File: src/rtl/uart_tx_arbiter.sv
// uart_tx_arbiter: round-robin sharing of one UART transmitter among N_REQ
// requesters. The winner's byte is captured and presented with tx_valid until
// the transmitter reports tx_done. A forced idle gap follows each frame, and a
// frame that never completes is aborted with a one-cycle err_timeout.
//
//   state | meaning
//   ------+--------------------------------------------------------------
//   IDLE  | arbitrating; a request at the edge starts a frame
//   SEND  | tx_valid high, tx_data held, waiting for tx_done or timeout
//   GAP   | forced idle between frames, requests and tx_done ignored
module uart_tx_arbiter #(
  parameter int N_REQ          = 4,
  parameter int DATA_WIDTH     = 8,
  parameter int GAP_CYCLES     = 16,
  parameter int TIMEOUT_CYCLES = 1024
) (
  input  logic                          clk,
  input  logic                          rst,
  input  logic [N_REQ-1:0]              req_valid,
  input  logic [N_REQ*DATA_WIDTH-1:0]   req_data,
  output logic [N_REQ-1:0]              req_ready,
  output logic [DATA_WIDTH-1:0]         tx_data,
  output logic                          tx_valid,
  input  logic                          tx_done,
  output logic [$clog2(N_REQ)-1:0]      grant_id,
  output logic                          busy,
  output logic                          err_timeout
);

  localparam int ID_W  = $clog2(N_REQ);
  localparam int GAP_W = (GAP_CYCLES > 0) ? $clog2(GAP_CYCLES + 1) : 1;
  localparam int TO_W  = $clog2(TIMEOUT_CYCLES + 1);

  localparam logic [ID_W:0]    N_L      = (ID_W + 1)'(N_REQ);
  localparam logic [GAP_W-1:0] GAP_LOAD = GAP_W'((GAP_CYCLES > 0) ? GAP_CYCLES - 1 : 0);
  localparam logic [TO_W-1:0]  TO_LAST  = TO_W'(TIMEOUT_CYCLES);

  typedef enum logic [1:0] {IDLE, SEND, GAP} state_t;

  state_t                state, state_nx;
  logic [ID_W-1:0]       ptr, ptr_nx;
  logic [GAP_W-1:0]      gap_cnt, gap_cnt_nx;
  logic [TO_W-1:0]       to_cnt, to_cnt_nx;
  logic [N_REQ-1:0]      req_ready_nx;
  logic [DATA_WIDTH-1:0] tx_data_nx;
  logic                  tx_valid_nx;
  logic [ID_W-1:0]       grant_nx;
  logic                  busy_nx;
  logic                  err_nx;

  logic [ID_W-1:0]       win;
  logic                  found;
  logic [ID_W:0]         sum;
  logic [ID_W:0]         ptr_inc;
  logic [DATA_WIDTH-1:0] sel_data;

  // Round-robin search: first asserted request at or above the pointer, wrapping.
  always_comb begin
    win   = '0;
    found = 1'b0;
    sum   = '0;
    for (int k = 0; k < N_REQ; k++) begin
      sum = {1'b0, ptr} + (ID_W + 1)'(k);
      if (sum >= N_L) sum = sum - N_L;
      if (!found && req_valid[sum[ID_W-1:0]]) begin
        found = 1'b1;
        win   = sum[ID_W-1:0];
      end
    end
  end

  // Winner's byte and the pointer position just past the winner.
  always_comb begin
    sel_data = '0;
    for (int k = 0; k < N_REQ; k++) begin
      if (ID_W'(k) == win) sel_data = req_data[k*DATA_WIDTH +: DATA_WIDTH];
    end
    ptr_inc = {1'b0, win} + (ID_W + 1)'(1);
    if (ptr_inc == N_L) ptr_inc = '0;
  end

  // Next-state and next-output logic; every output is registered from these.
  always_comb begin
    state_nx     = state;
    ptr_nx       = ptr;
    gap_cnt_nx   = gap_cnt;
    to_cnt_nx    = to_cnt;
    tx_valid_nx  = tx_valid;
    tx_data_nx   = tx_data;
    grant_nx     = grant_id;
    req_ready_nx = '0;
    err_nx       = 1'b0;
    case (state)
      IDLE: begin
        if (found) begin
          state_nx     = SEND;
          tx_valid_nx  = 1'b1;
          tx_data_nx   = sel_data;
          grant_nx     = win;
          req_ready_nx = {{(N_REQ-1){1'b0}}, 1'b1} << win;
          ptr_nx       = ptr_inc[ID_W-1:0];
          to_cnt_nx    = TO_W'(1);
        end
      end
      SEND: begin
        // tx_done takes precedence over a timeout landing on the same edge
        if (tx_done || (to_cnt == TO_LAST)) begin
          tx_valid_nx = 1'b0;
          err_nx      = !tx_done;
          to_cnt_nx   = '0;
          if (GAP_CYCLES == 0) begin
            state_nx = IDLE;
          end else begin
            state_nx   = GAP;
            gap_cnt_nx = GAP_LOAD;
          end
        end else begin
          to_cnt_nx = to_cnt + TO_W'(1);
        end
      end
      GAP: begin
        if (gap_cnt == '0) state_nx = IDLE;
        else               gap_cnt_nx = gap_cnt - GAP_W'(1);
      end
      default: state_nx = IDLE;
    endcase
    busy_nx = (state_nx != IDLE);
  end

  // State, counters and registered outputs; reset drops any frame in flight.
  always_ff @(posedge clk or negedge rst) begin
    if (!rst) begin
      state       <= IDLE;
      ptr         <= '0;
      gap_cnt     <= '0;
      to_cnt      <= '0;
      req_ready   <= '0;
      tx_data     <= '0;
      tx_valid    <= 1'b0;
      grant_id    <= '0;
      busy        <= 1'b0;
      err_timeout <= 1'b0;
    end else begin
      state       <= state_nx;
      ptr         <= ptr_nx;
      gap_cnt     <= gap_cnt_nx;
      to_cnt      <= to_cnt_nx;
      req_ready   <= req_ready_nx;
      tx_data     <= tx_data_nx;
      tx_valid    <= tx_valid_nx;
      grant_id    <= grant_nx;
      busy        <= busy_nx;
      err_timeout <= err_nx;
    end
  end

endmodule

File: config.mk
export PLATFORM = sky130hd
export DESIGN_NAME = uart_tx_arbiter
export DESIGN_NICKNAME = d
export VERILOG_FILES = /design/src/rtl/uart_tx_arbiter.sv
export SDC_FILE = /design/constraint.sdc
export NUM_CORES = 1
export LEC_CHECK = 0
export ABC_AREA = 1
export BUFFER_PORTS_ARGS = -buffer_cell sky130_fd_sc_hd__buf_2
export CORE_MARGIN = 1.5
export CORE_UTILIZATION = 50
export CTS_BUF_LIST = sky130_fd_sc_hd__clkbuf_4 sky130_fd_sc_hd__clkbuf_8
export DETAILED_ROUTE_END_ITERATION = 7
export GPL_TIMING_DRIVEN = 0
export HOLD_SLACK_MARGIN = 0.15
export PLACE_DENSITY = 0.78
export SYNTH_ARGS = -nofsm -noshare
export SYNTH_HDL_FRONTEND = slang
export SYNTH_SLANG_ARGS = --single-unit
File: constraint.sdc
create_clock -name clk -period 2.4 [get_ports clk]
set_clock_uncertainty 0.1 [all_clocks]
set_input_delay 0.48 -clock clk [delete_from_list [all_inputs] [get_ports clk]]
set_output_delay 0.48 -clock clk [all_outputs]
set_load 0.1 [all_outputs]
After elaboration in Yosys (flattened, before gate mapping)

Cells that the tools add are included.

Add/sub/neg operators: 10
Order comparisons: 8
Equality and inequality tests: 10
Shift-type cells: 1
Mux-type cells: 42
Reductions and logical operators: 18

Operators with widths:

| kind                                                       | number |
|---|---|
| two-way mux 8 bit                                          | 4 |
| two-way mux 2 bit                                          | 12 |
| two-way mux 11 bit                                         | 2 |
| case mux 11 bit (2 select lines)                           | 1 |
| less-than comparator 2 x 3 -> 1 bit, second input constant | 4 |
| two-way mux 1 bit                                          | 12 |
| adder 11 x 1 -> 11 bit, second input constant              | 1 |
| == test 11 bit, second input constant                      | 1 |
| two-way mux 5 bit                                          | 2 |
| case mux 5 bit (2 select lines)                            | 1 |
| greater-or-equal comparator 3 bit, second input constant   | 3 |
| binary-select mux 1 bit (select 2 bit)                     | 4 |
| two-way mux 4 bit                                          | 2 |
| subtractor 2 x 1 -> 2 bit, second input constant           | 4 |
| adder 2 x 1 -> 3 bit, second input constant                | 2 |
| adder 2 x 2 -> 3 bit, second input constant                | 2 |
| inequality test 2 bit, second input constant               | 3 |
| case mux 2 bit (3 select lines)                            | 1 |
| AND reduction 3 bit                                        | 2 |
| nonzero test 2 bit                                         | 3 |
| logical NOT 5 bit                                          | 1 |
| subtractor 5 x 1 -> 5 bit, second input constant           | 1 |
| == test 2 bit, first input constant                        | 2 |
| logical NOT 1 bit                                          | 4 |
| 11 further kinds                                           | 15 |

Register bits: 37
Input port bits: 39

Longest topological paths before layout

Depth after elaboration: 19
Depth in mapped cells: 19
Gate-level depth less buffers: 18

Worst setup path after synthesis

No wires, ideal clock.

Kind: reg-to-reg
Start: register ptr[0]
End: register tx_data[0]
Setup time: 0.068 ns
Arrival time: 2.340 ns
Required time: 2.232 ns
Slack: -0.107 ns
Stages on the path, launching flop included: 19
Buffers on the path: 2
Cells stage by stage: dfrtp_1 > buf_6 > inv_4 > nand2_1 > nand3_1 > nand2_2 > nor2_4 > nand3_4 > nand3_1 > inv_1 > ha_1 > clkbuf_1 > nor2_1 > nand2_1 > nand2_1 > o21ai_0 > o21ai_0 > nand2_1 > nand2_1

Cells in the longest elaborated chain, start to end: 19

Ends and longest elaborated chain:

| item                                                          | RTL line | text |
|---|---|---|
| start, declared                                               | 41       | `logic [ID_W-1:0] ptr, ptr_nx;` |
| start signal, assigned                                        | 145      | `ptr <= ptr_nx;` |
| branches (longest 13 deep; another with adder 2 x 1 -> 3 bit) | --       |  |
| two-way mux 2 bit (*)                                         | 65       | `if (!found && req_valid[sum[ID_W-1:0]]) begin` |
| named net win[0]                                              | 51       | `logic [ID_W-1:0] win;` |
| logical NOT 2 bit                                             | 76       | `if (ID_W'(k) == win) sel_data = req_data[k*DATA_WIDTH +: DATA_WIDTH];` |
| two-way mux 8 bit (3 in a row)                                | 76       |  |
| two-way mux 8 bit (*)                                         | 76       |  |
| end signal, assigned                                          | 149      | `tx_data <= tx_data_nx;` |
| end, declared                                                 | 22       | `output logic [DATA_WIDTH-1:0] tx_data,` |

Mark *: on every way through the listed nets, which the timed path passes. The select of a mux whose other input is x is not followed.
A chain may end at the register's enable or synchronous reset.

Final worst setup path

Start: register ptr[0]
End: register tx_data[7]

Same word-level chain as after synthesis.

==> tab_implementation.tex <==
\begin{tabular}{lr}
\hline
Metric & Value \\
\hline
\multicolumn{2}{l}{\textbf{Finish}} \\
\quad Commonest non-fill, non-tap cell in the layout & sky130\_fd\_sc\_hd\_\_nand2\_1 \\
\quad Post-route design area & approximately 3100 um\^{}2 \\
\quad Antenna diodes & 0 \\
\quad Share of final-layout standard cells stronger than drive strength 1 & between 30 and 40\% \\
\quad Most used cells in the layout excluding fill and tap cells & 98 x sky130\_fd\_sc\_hd\_\_nand2\_1, 56 x sky130\_fd\_sc\_hd\_\_buf\_2, 36 x sky130\_fd\_sc\_hd\_\_dfrtp\_1, 31 x sky130\_fd\_sc\_hd\_\_inv\_1, 19 x sky130\_fd\_sc\_hd\_\_nor2\_1 \\
\quad Layout Area Growth over Synthesis & 33.3\% \\
\quad Post-layout net count & approximately 440 \\
\multicolumn{2}{l}{\textbf{Floorplan}} \\
\quad Horizontal extent of the die & approximately 71 um \\
\quad Die Span Y & between 70 and 80 um \\
\quad I/O pin cnt & 56 \\
\quad Core region area & between 4000 and 5000 um\^{}2 \\
\quad Starting density of the core & 52.7\% \\
\quad Num rows & 24 \\
\quad Overall die area & between 5000 and 6000 um\^{}2 \\
\multicolumn{2}{l}{\textbf{STA}} \\
\quad Slew headroom & a little under half \\
\quad Final worst path period need & around 2.4 ns \\
\quad Period utilisation layout & 100\% \\
\quad RSZ-0062 raised after global routing & true \\
\quad Final count of negative-setup-slack endpoints & 1 \\
\quad F\_max & roughly 420 MHz \\
\quad Fin. max-slew vios & 0 \\
\quad Setup slack of the critical path after layout & -0.00933 ns \\
\quad Hold Vio Cnt, Final & 0 \\
\quad Worst Max-Slew Pin Slew & approximately 0.8 ns \\
\multicolumn{2}{l}{\textbf{GRT}} \\
\quad First-pass GRT wire length & 8810 um \\
\quad Global-route congestion overflow total & 0 \\
\quad Pin count of the biggest net entering global routing & 38 \\
\quad Vias in the first global route & roughly 2100 \\
\quad Initial antenna violation count & 0 \\
\quad Global router's overall resource usage & approximately 22\% \\
\multicolumn{2}{l}{\textbf{Placed design}} \\
\quad GPL Wtd Cong & between 0.8 and 0.9 \\
\quad Number of input and output port buffers inserted & between 50 and 60 \\
\quad Placed instance area & around 2700 um\^{}2 \\
\quad Post-detailed-placement half-perimeter wirelength & between 3000 and 4000 um \\
\multicolumn{2}{l}{\textbf{Synth}} \\
\quad Post-synth cell types & 26 \\
\quad Combined area of all synthesized cells & 2310 um\^{}2 \\
\quad Synthesis warning total & 0 \\
\quad Number of nets in the synthesized netlist & 369 \\
\quad Post-synthesis instance total & roughly 320 \\
\quad Count of state elements after synthesis & 37 \\
\quad Portion of the post-synthesis area used by sequential elements & 40.1\% \\
\quad Synthesized area per cell & $\sim$7.2 um\^{}2 \\
\multicolumn{2}{l}{\textbf{Critical path}} \\
\quad Crit. End Element & flop \\
\quad Endpoint arrival time on the critical path & between 2 and 3 ns \\
\quad WP data required & between 2 and 3 ns \\
\quad WS Path Type & flop to flop \\
\quad Startpoint type of the worst setup path & flop \\
\quad Highest net fanout along the worst path & 6 \\
\multicolumn{2}{l}{\textbf{Clock tree}} \\
\quad Clock Root Buffer & sky130\_fd\_sc\_hd\_\_clkbuf\_8 \\
\quad H-tree level count & 2 \\
\quad Count of clock tree sinks & 37 \\
\quad Clock-pin slew on the worst setup and hold paths & 0.08 ns \\
\quad CTS tree & done \\
\quad Clock latency reported for the late side of the worst-skew pair & 0.30 ns \\
\quad Hold buffers post-CTS & 0 \\
\quad Clock buffers created by TritonCTS & 5 \\
\quad Largest buffer count on any clock path & 2 \\
\multicolumn{2}{l}{\textbf{Min path}} \\
\quad Hold Path Class & input pin to asynchronous set/reset pin \\
\multicolumn{2}{l}{\textbf{Detailed routing}} \\
\quad Total wire length after detailed routing & about 5700 um \\
\quad Count of routing violations after the opening detailed-route iteration & roughly 150 \\
\quad Via-to-Cell Ratio & slightly above 5 \\
\quad Vias & approximately 2300 \\
\quad Iteration count of the initial detailed-routing pass & 4 \\
\quad Number of design rule violations left after detail routing & 0 \\
\quad Antenna-violating nets left & 0 \\
\quad Routed WL per cell & 12.6 um \\
\multicolumn{2}{l}{\textbf{Run status}} \\
\quad Result of the run & finished, violations left \\
\quad Violations in the final reports & negative setup slack \\
\multicolumn{2}{l}{\textbf{Job}} \\
\quad MaxCap Viol Count & 0 \\
\hline
\end{tabular}
==> kinds of logic (layout without fill, tap and decap cells) <==
logic type      count (synthesis)  after routing  synth area share, %
flops                          37             37                 40.1
buf+inv                        47            120                 9.27
compound gates                 45             45                 9.76
simple gates                  180            180                 34.6
fa+ha+maj                       8              8                 4.34
xor+xnor                        5              5                 1.90
==> path summary, 6_finish.rpt <==
kind                            depth (start not counted)                      to  slack [ns]                 start
worst max-delay path                                   18  tx_data[7]$_DFFE_PN0P_      -0.009    ptr[0]$_DFFE_PN0P_
worst max register to register                         18  tx_data[7]$_DFFE_PN0P_      -0.009    ptr[0]$_DFFE_PN0P_
min in group clk                                        2   err_timeout$_DFF_PN0_        0.26               tx_done
worst min-delay path                                    1      state[0]$_DFF_PN0_        0.16                   rst
max in group asynchronous                               1      ptr[1]$_DFFE_PN0P_        1.47                   rst
worst min register to register                          2    tx_valid$_DFFE_PN0P_        0.37  tx_valid$_DFFE_PN0P_
==> final cells by class <==
type	count	area [um^2]
fill	334	1310
clock inverter	3	46.3
timing repair buffer	68	409
multi-input combinational	238	1350
tap	52	65.1
clock buffer	5	68.8
inverter	38	154
buffer	6	58.8
sequential	37	927
==> Yosys cell counts <==
library cell               number  area share, %
sky130_fd_sc_hd__nand3b_1       2           0.65
sky130_fd_sc_hd__nand2_2        9            2.4
sky130_fd_sc_hd__nand3_1       23            5.0
sky130_fd_sc_hd__inv_2          2           0.33
sky130_fd_sc_hd__nor4_1         2           0.54
sky130_fd_sc_hd__nor2_1        20            3.3
sky130_fd_sc_hd__buf_6          3            1.5
sky130_fd_sc_hd__nand2_4        1           0.49
sky130_fd_sc_hd__o21ai_1        3           0.65
sky130_fd_sc_hd__xor2_1         4            1.5
sky130_fd_sc_hd__nand3_4        1           0.76
sky130_fd_sc_hd__xnor2_1        1           0.38
sky130_fd_sc_hd__dfrtp_1       37             40
sky130_fd_sc_hd__a21oi_1       12            2.6
sky130_fd_sc_hd__inv_1         35            5.7
sky130_fd_sc_hd__nor2_4         1           0.49
sky130_fd_sc_hd__nor2_2         2           0.54
sky130_fd_sc_hd__nand2_1      106             17
sky130_fd_sc_hd__nand4_1        8            2.2
sky130_fd_sc_hd__ha_1           8            4.3
sky130_fd_sc_hd__o21ai_0       30            6.5
sky130_fd_sc_hd__inv_4          1           0.27
sky130_fd_sc_hd__nor3_1         5            1.1
sky130_fd_sc_hd__clkbuf_1       4           0.65
sky130_fd_sc_hd__buf_8          1           0.65
sky130_fd_sc_hd__buf_2          1           0.22
==> worst max-delay path: stages, from the launching register on <==
cell                         delay, ns
sky130_fd_sc_hd__dfrtp_1          0.38
sky130_fd_sc_hd__buf_6            0.14
sky130_fd_sc_hd__buf_8            0.13
sky130_fd_sc_hd__nand2_4          0.06
sky130_fd_sc_hd__nand2_4          0.06
sky130_fd_sc_hd__nand2_4          0.08
sky130_fd_sc_hd__nand2_4          0.06
sky130_fd_sc_hd__nor2_4           0.13
sky130_fd_sc_hd__nand3_1          0.10
sky130_fd_sc_hd__nand3_2          0.11
sky130_fd_sc_hd__nand2_4          0.09
sky130_fd_sc_hd__inv_2            0.10
sky130_fd_sc_hd__ha_4             0.16
sky130_fd_sc_hd__clkinvlp_4       0.12
sky130_fd_sc_hd__buf_4            0.17
sky130_fd_sc_hd__o21ai_2          0.14
sky130_fd_sc_hd__o21ai_1          0.07
sky130_fd_sc_hd__nand2_1          0.07
sky130_fd_sc_hd__nand2_1          0.04
==> metal layers <==
layer / part of all wire (%) / GRT usage, % / wire length [um]
met1: 44 / 28.3 / 2490
met2: 50 / 36.6 / 2830
met3: 4.8 / 4.42 / 269
met4: 0.90 / 7.34 / 51
met5: 0 / 0 / 0
==> state kept, by name, summed over array words and instances, names as in the netlist <==
signal / cells
busy: 1
err_timeout: 1
tx_valid: 1
gap_cnt: 5
grant_id: 2
to_cnt: 11
ptr: 2
tx_data: 8
state: 2
req_ready: 4
==> repair_timing <==
item | 4_1_cts | 5_1_grt
pin swaps | 2 | 25
gates resized for setup | 9 | 58
cloned | 0 | 0
setup buffers | 2 | 11
endpoints found under the setup margin | 9 | 9
==> per-stage QoR <==
step / hold slack, ns / setup TNS, ns / instances / util, % / setup slack, ns
final: 0.164 / -0.00933 / 447 / 70.2 / -0.00933
after global placement: 0.351 / -2.94 / 429 / 60.6 / -0.371
after global routing: 0.252 / -1.18 / 447 / 70.2 / -0.189
after floorplan: 0.0844 / 0 / 322 / - / 0.0212
after detailed placement: 0.353 / -3.19 / 429 / 60.6 / -0.417
after CTS: 0.197 / 0 / 436 / 64.4 / 0.00322
Power is not shown: default switching activity piles up to over one toggle a cycle in this logic, so the estimate is an artifact.
